==> src/rtl/tdm_demux4.sv <==
// tdm_demux4: four-slot TDM receive demultiplexer.
// Steers an interleaved sample stream into four registered channels.
module tdm_demux4 #(
  parameter int WIDTH = 8
) (
  input  logic             clk,
  input  logic             rst_n,
  input  logic [WIDTH-1:0] din,
  input  logic             din_valid,
  input  logic             frame_sync,
  output logic [WIDTH-1:0] ch0_data,
  output logic [WIDTH-1:0] ch1_data,
  output logic [WIDTH-1:0] ch2_data,
  output logic [WIDTH-1:0] ch3_data,
  output logic [3:0]       ch_valid,
  output logic             frame_done,
  output logic             sync_err,
  output logic             locked
);

  localparam logic [0:0] HUNT = 1'b0;
  localparam logic [0:0] LOCK = 1'b1;

  logic [0:0]       state_q;
  logic [0:0]       state_d;
  logic [1:0]       slot_q;
  logic [1:0]       slot_d;
  logic [3:0]       cap;
  logic             done_d;
  logic             err_d;
  logic [WIDTH-1:0] ch_q [4];
  logic [3:0]       valid_q;
  logic             done_q;
  logic             err_q;

  logic hunt_sync;
  logic lock_first;
  logic lock_miss;
  logic lock_next;
  logic lock_early;
  logic slot0;

  assign slot0 = (slot_q == 2'd0);

  assign hunt_sync  = din_valid && (state_q == HUNT) && frame_sync;
  assign lock_first = din_valid && (state_q == LOCK) && slot0 && frame_sync;
  assign lock_miss  = din_valid && (state_q == LOCK) && slot0 && !frame_sync;
  assign lock_next  = din_valid && (state_q == LOCK) && !slot0 && !frame_sync;
  assign lock_early = din_valid && (state_q == LOCK) && !slot0 && frame_sync;

  // Decode the per-sample action: which channel captures, next slot/state.
  always_comb begin
    state_d = state_q;
    slot_d  = slot_q;
    cap     = 4'b0000;
    done_d  = 1'b0;
    err_d   = 1'b0;
    unique case (1'b1)
      hunt_sync: begin
        cap     = 4'b0001;
        slot_d  = 2'd1;
        state_d = LOCK;
      end
      lock_first: begin
        cap    = 4'b0001;
        slot_d = 2'd1;
      end
      lock_miss: begin
        err_d   = 1'b1;
        slot_d  = 2'd0;
        state_d = HUNT;
      end
      lock_next: begin
        cap    = 4'b0001 << slot_q;
        slot_d = slot_q + 2'd1;
        done_d = (slot_q == 2'd3);
      end
      lock_early: begin
        err_d  = 1'b1;
        cap    = 4'b0001;
        slot_d = 2'd1;
      end
      default: begin
      end
    endcase
  end

  // Alignment state and slot pointer.
  always_ff @(posedge clk or negedge rst_n) begin
    if (!rst_n) begin
      state_q <= HUNT;
      slot_q  <= 2'd0;
    end else begin
      state_q <= state_d;
      slot_q  <= slot_d;
    end
  end

  // Channel registers: only the addressed channel loads.
  always_ff @(posedge clk or negedge rst_n) begin
    if (!rst_n) begin
      for (int n = 0; n < 4; n++) begin
        ch_q[n] <= '0;
      end
    end else begin
      for (int n = 0; n < 4; n++) begin
        if (cap[n]) begin
          ch_q[n] <= din;
        end
      end
    end
  end

  // Registered strobes and pulses, aligned with the data update.
  always_ff @(posedge clk or negedge rst_n) begin
    if (!rst_n) begin
      valid_q <= 4'b0000;
      done_q  <= 1'b0;
      err_q   <= 1'b0;
    end else begin
      valid_q <= cap;
      done_q  <= done_d;
      err_q   <= err_d;
    end
  end

  assign ch0_data   = ch_q[0];
  assign ch1_data   = ch_q[1];
  assign ch2_data   = ch_q[2];
  assign ch3_data   = ch_q[3];
  assign ch_valid   = valid_q;
  assign frame_done = done_q;
  assign sync_err   = err_q;
  assign locked     = (state_q == LOCK);

endmodule

==> config.mk <==
export PLATFORM = sky130hd
export DESIGN_NAME = tdm_demux4
export DESIGN_NICKNAME = d
export VERILOG_FILES = /design/src/rtl/tdm_demux4.sv
export SDC_FILE = /design/constraint.sdc
export NUM_CORES = 1
export LEC_CHECK = 0
export CORE_MARGIN = 2
export CORE_UTILIZATION = 40
export CTS_CLUSTER_SIZE = 16
export DETAILED_ROUTE_END_ITERATION = 10
export PLACE_DENSITY = 0.79
export SLEW_MARGIN = 20
export SYNTH_ARGS = -nofsm -noshare
export SYNTH_HDL_FRONTEND = slang
export SYNTH_SLANG_ARGS = --single-unit
==> constraint.sdc <==
create_clock -name clk -period 3.3 [get_ports clk]
set_clock_uncertainty 0.05 [all_clocks]
set_input_delay 0.66 -clock clk [delete_from_list [all_inputs] [get_ports clk]]
set_output_delay 0.66 -clock clk [all_outputs]
set_load 0.1 [all_outputs]
Yosys cells after proc, flatten, opt, wreduce, memory -nomap -nowiden
Cells that the tools add are included.
- flip-flop bits (word level): 41
- word-level logic and storage cells: 34
- input port bits: 12
- output and inout bits: 39
- multiplexer cells: 5
- bitwise gates (word level): 1
- add/sub/neg operators: 1
- shifts and indexed selects: 1
- equality and inequality tests: 1
- reductions and logical operators: 16
- operators with widths (cell ; number):
    logical AND 1 bit ; 9
    case mux 4 bit (2 select lines) ; 1
    case mux 2 bit (3 select lines) ; 1
    left shift 1 x 2 -> 4 bit, first input constant ; 1
    nonzero test 3 bit ; 1
    OR reduction 3 bit ; 1
    adder 2 x 1 -> 2 bit, second input constant ; 1
    equality test 2 bit, second input constant ; 1
    logical NOT 1 bit ; 2
    logical NOT 2 bit ; 1
    two-way mux 1 bit ; 2
    case mux 1 bit (2 select lines) ; 1
    nonzero test 2 bit ; 1
    OR reduction 2 bit ; 1
    NOT 1 bit ; 1

Logic depth before layout (Yosys ltp)
- depth in word-level cells: 6
- mapped depth: 5
- mapped depth without buffers: 5

Worst setup path before layout
No wires, ideal clock.
- path kind: reg2out
- start point: register frame_done (netlist name)
- end point: output port ch_valid[3]
- arrival time: 1.324 ns
- setup slack: 1.266 ns
- data required time: 2.590 ns
- cell stages (with the launch flop): 2
- path buffers: 1
- cell sequence: dfrtp_1 > buf_4
- RTL lines (what ; line ; text):
    end: declaration ; 15 ; output logic [3:0] ch_valid,

Worst setup path in the final report
- start point: input port frame_sync
- end point: register ch_q (netlist bit ch3_data[1])
- longest elaborated chain between the ends: 3
- elaborated cells between the ends (all ways): 7
- classes of those cells: mux (1); reduce/logical (6)
- ends and longest elaborated chain (what ; line ; text):
    start: declaration ; 10 ; input logic frame_sync,
    logical AND 1 bit (tied with other cells) ; 45 ; assign hunt_sync = din_valid && (state_q == HUNT) && frame_sync;
    OR reduction 3 bit (no source line) / logical AND 1 bit (equally long branches) ; n/a ;
    case mux 4 bit (2 select lines) * ; 58 ; unique case (1'b1)
    end signal: indexed assignment ; 108 ; ch_q[n] <= din;
    end: declaration ; 31 ; logic [WIDTH-1:0] ch_q [4];
Mark *: on every way between the ends. The rest lies on a longest branch, timed or not.
A chain may end at the register's enable or synchronous reset.

==> results_dict.tcl <==
set metrics [dict create \
    setup_tns_ps 0 \
    period_share_pct 60.4 \
    max_freq_mhz 502 \
    grt_max_degree 41 \
    pin_count 51 \
    globalRouteMet3Util_pct 4.26 \
    row_count 22 \
    arrival_ps 2120 \
    worstSetupEndpointType "flip-flop" \
    antenna_left 0 \
    clock-sinks 40 \
    drtIter0Drc 27 \
    clk_latency_ps 280 \
    status "finished clean" \
    core_area_sq_um 3690 \
    hold_viol 0 \
    rsz0062_at_grt "false" \
    syn-num-nets 116 \
    grt.total_usage_pct 15.5 \
    cts_resized 0 \
    drt-wirelength-per-cell_microns 15.1 \
    setup_viol 0 \
    reg2regPathDepth 5 \
    die_h_microns 66.1 \
    synth.avg_cell_area_sq_um 15.4 \
    port_buffers 50 \
    synth-async-reset-ratio_pct 100 \
    drt_wl_total_mm 3.09 \
    viasPerCell 4.91 \
    diodes 0 \
    rr_startpoint "slot_q[0]" \
    nNetsFinal 172 \
    worstPathMaxFanout 9 \
    synth_edf_count 0 \
    ys_warn_count 0 \
    cts_tree "done" \
    gr-total-overflow 0 \
    grt_pass1_wl_mm 4.95 \
    fin_area_sq_um 2080 \
    gr-usage-met1_pct 19.4 \
    synth_cells 100 \
    cts_setup_buffers 0 \
    ys_ff_latch 40 \
    final_common_cell "dfrtp_1" \
    layout-drive-gt1-share_pct 52.9 \
    ys_seq_area_share_pct 64.8 \
    dp_hpwl_mm 2.26 \
    grt_pass1_vias 975 \
    clk_pin_slew_ps 80 \
    vias 1006 \
    htree_levels 2 \
    busiest_layer "met2" \
    final_util_pct 56.4 \
    area_growth_pct 34.8 \
    maxSlewHeadroom_pct 43.5 \
    globalplace.congestion 0.836 \
    clockBufferDepth 2 \
    mostFrequentLayoutCells "dfrtp_1, buf_4, mux2_2, clkdlybuf4s50_1, inv_1" \
    dpl-instance-area_sq_um 1990 \
    yosysUniqueCellTypes 16 \
    clock_tree.root_cell "clkbuf_8" \
    synth_flop_cell "dfrtp_1" \
    cts_hold_buf 0 \
    report.final.slew_viol_count 0 \
    first_pass_iters 4 \
    reg2reg_to "ch2_data[0]" \
    use_met2_pct 25.4 \
    worstHoldPathType "input port to async pin" \
    die_x_microns 66.1 \
    drc 0 \
    antenna_found_initial 0 \
    start_kind "input port" \
    criticalPathCategory "input port to flip-flop" \
    fin_crit_ps 1990 \
    worst_pin_slew_ps 848 \
    start_util_pct 41.9 \
    die_area_sq_um 4370 \
    r2r_slack_ps 1410 \
    required_ps 3420 \
    cts_made_buffers 5 \
    maxCapViolCount 0 \
    syn-cell-area_sq_um 1540 \
]
worst max-delay path by stage:
stage	from	endpoint	slack, ps	cells past startpoint
2_1_floorplan	frame_done	ch_valid[3]	1270	1
3_3_place_gp	frame_sync	ch3_data[7]	1040	4
3_5_place_dp	frame_sync	ch3_data[1]	990	4
4_1_cts	frame_sync	ch3_data[1]	1300	4
5_1_grt	frame_sync	ch2_data[1]	1250	4
6_report	frame_sync	ch3_data[1]	1310	4
logic make-up after synthesis:
kind of cell	Yosys count	share of synthesized area, %
multiplexers	32	23.3
XOR/XNOR	1	0.567
flip-flops	40	64.8
adder cells (fa/ha/maj)	4	3.24
buffers and inverters	8	2.19
AO/OA/AOI/OAI	4	1.86
AND/OR/NAND/NOR	11	3.97
through the flow:
stage,hold slack (ps),worst slack (ps),std cells
5_1_grt,462,1250,205
3_3_place_gp,428,1040,197
4_1_cts,451,1300,205
6_report,429,1310,205
3_5_place_dp,435,989,197
2_1_floorplan,314,1270,100
area by class of cell:
type	instances	area, sq um
Fill cell	307	1610
Sequential cell	40	1000
Multi-Input combinational cell	52	509
Timing Repair Buffer	50	398
Clock buffer	5	68.8
Tap cell	48	60.1
Inverter	7	26.3
Clock inverter	3	18.8
critical path, cell delays in order:
cell             delay, ps
clkdlybuf4s50_1        560
and4bb_2               290
nand2_2                230
mux2_2                 380
registers in the layout, indices dropped and copies added (netlist names):
name / cells
slot_q: 2
ch0_data: 8
ch2_data: 8
locked: 1
ch3_data: 8
ch_valid: 3
sync_err: 1
ch1_data: 8
frame_done: 1
synth_stat cells, types with 3 or more instances:
cell | n | area (sq um)
ha_1 | 4 | 50.1
mux2_2 | 31 | 349
dfrtp_1 | 40 | 1000
inv_1 | 7 | 26.3
nand2_2 | 3 | 18.8
nand2_1 | 5 | 18.8
per-layer routing:
layer | vias up | part of all wire, %
met5 | - | 0
met4 | 0 | 1.6
met3 | 5 | 7.8
met2 | 43 | 48
met1 | 501 | 43
li1 | 457 | -
Power is not shown: default switching activity piles up to over one toggle a cycle in this logic, so the estimate is an artifact.
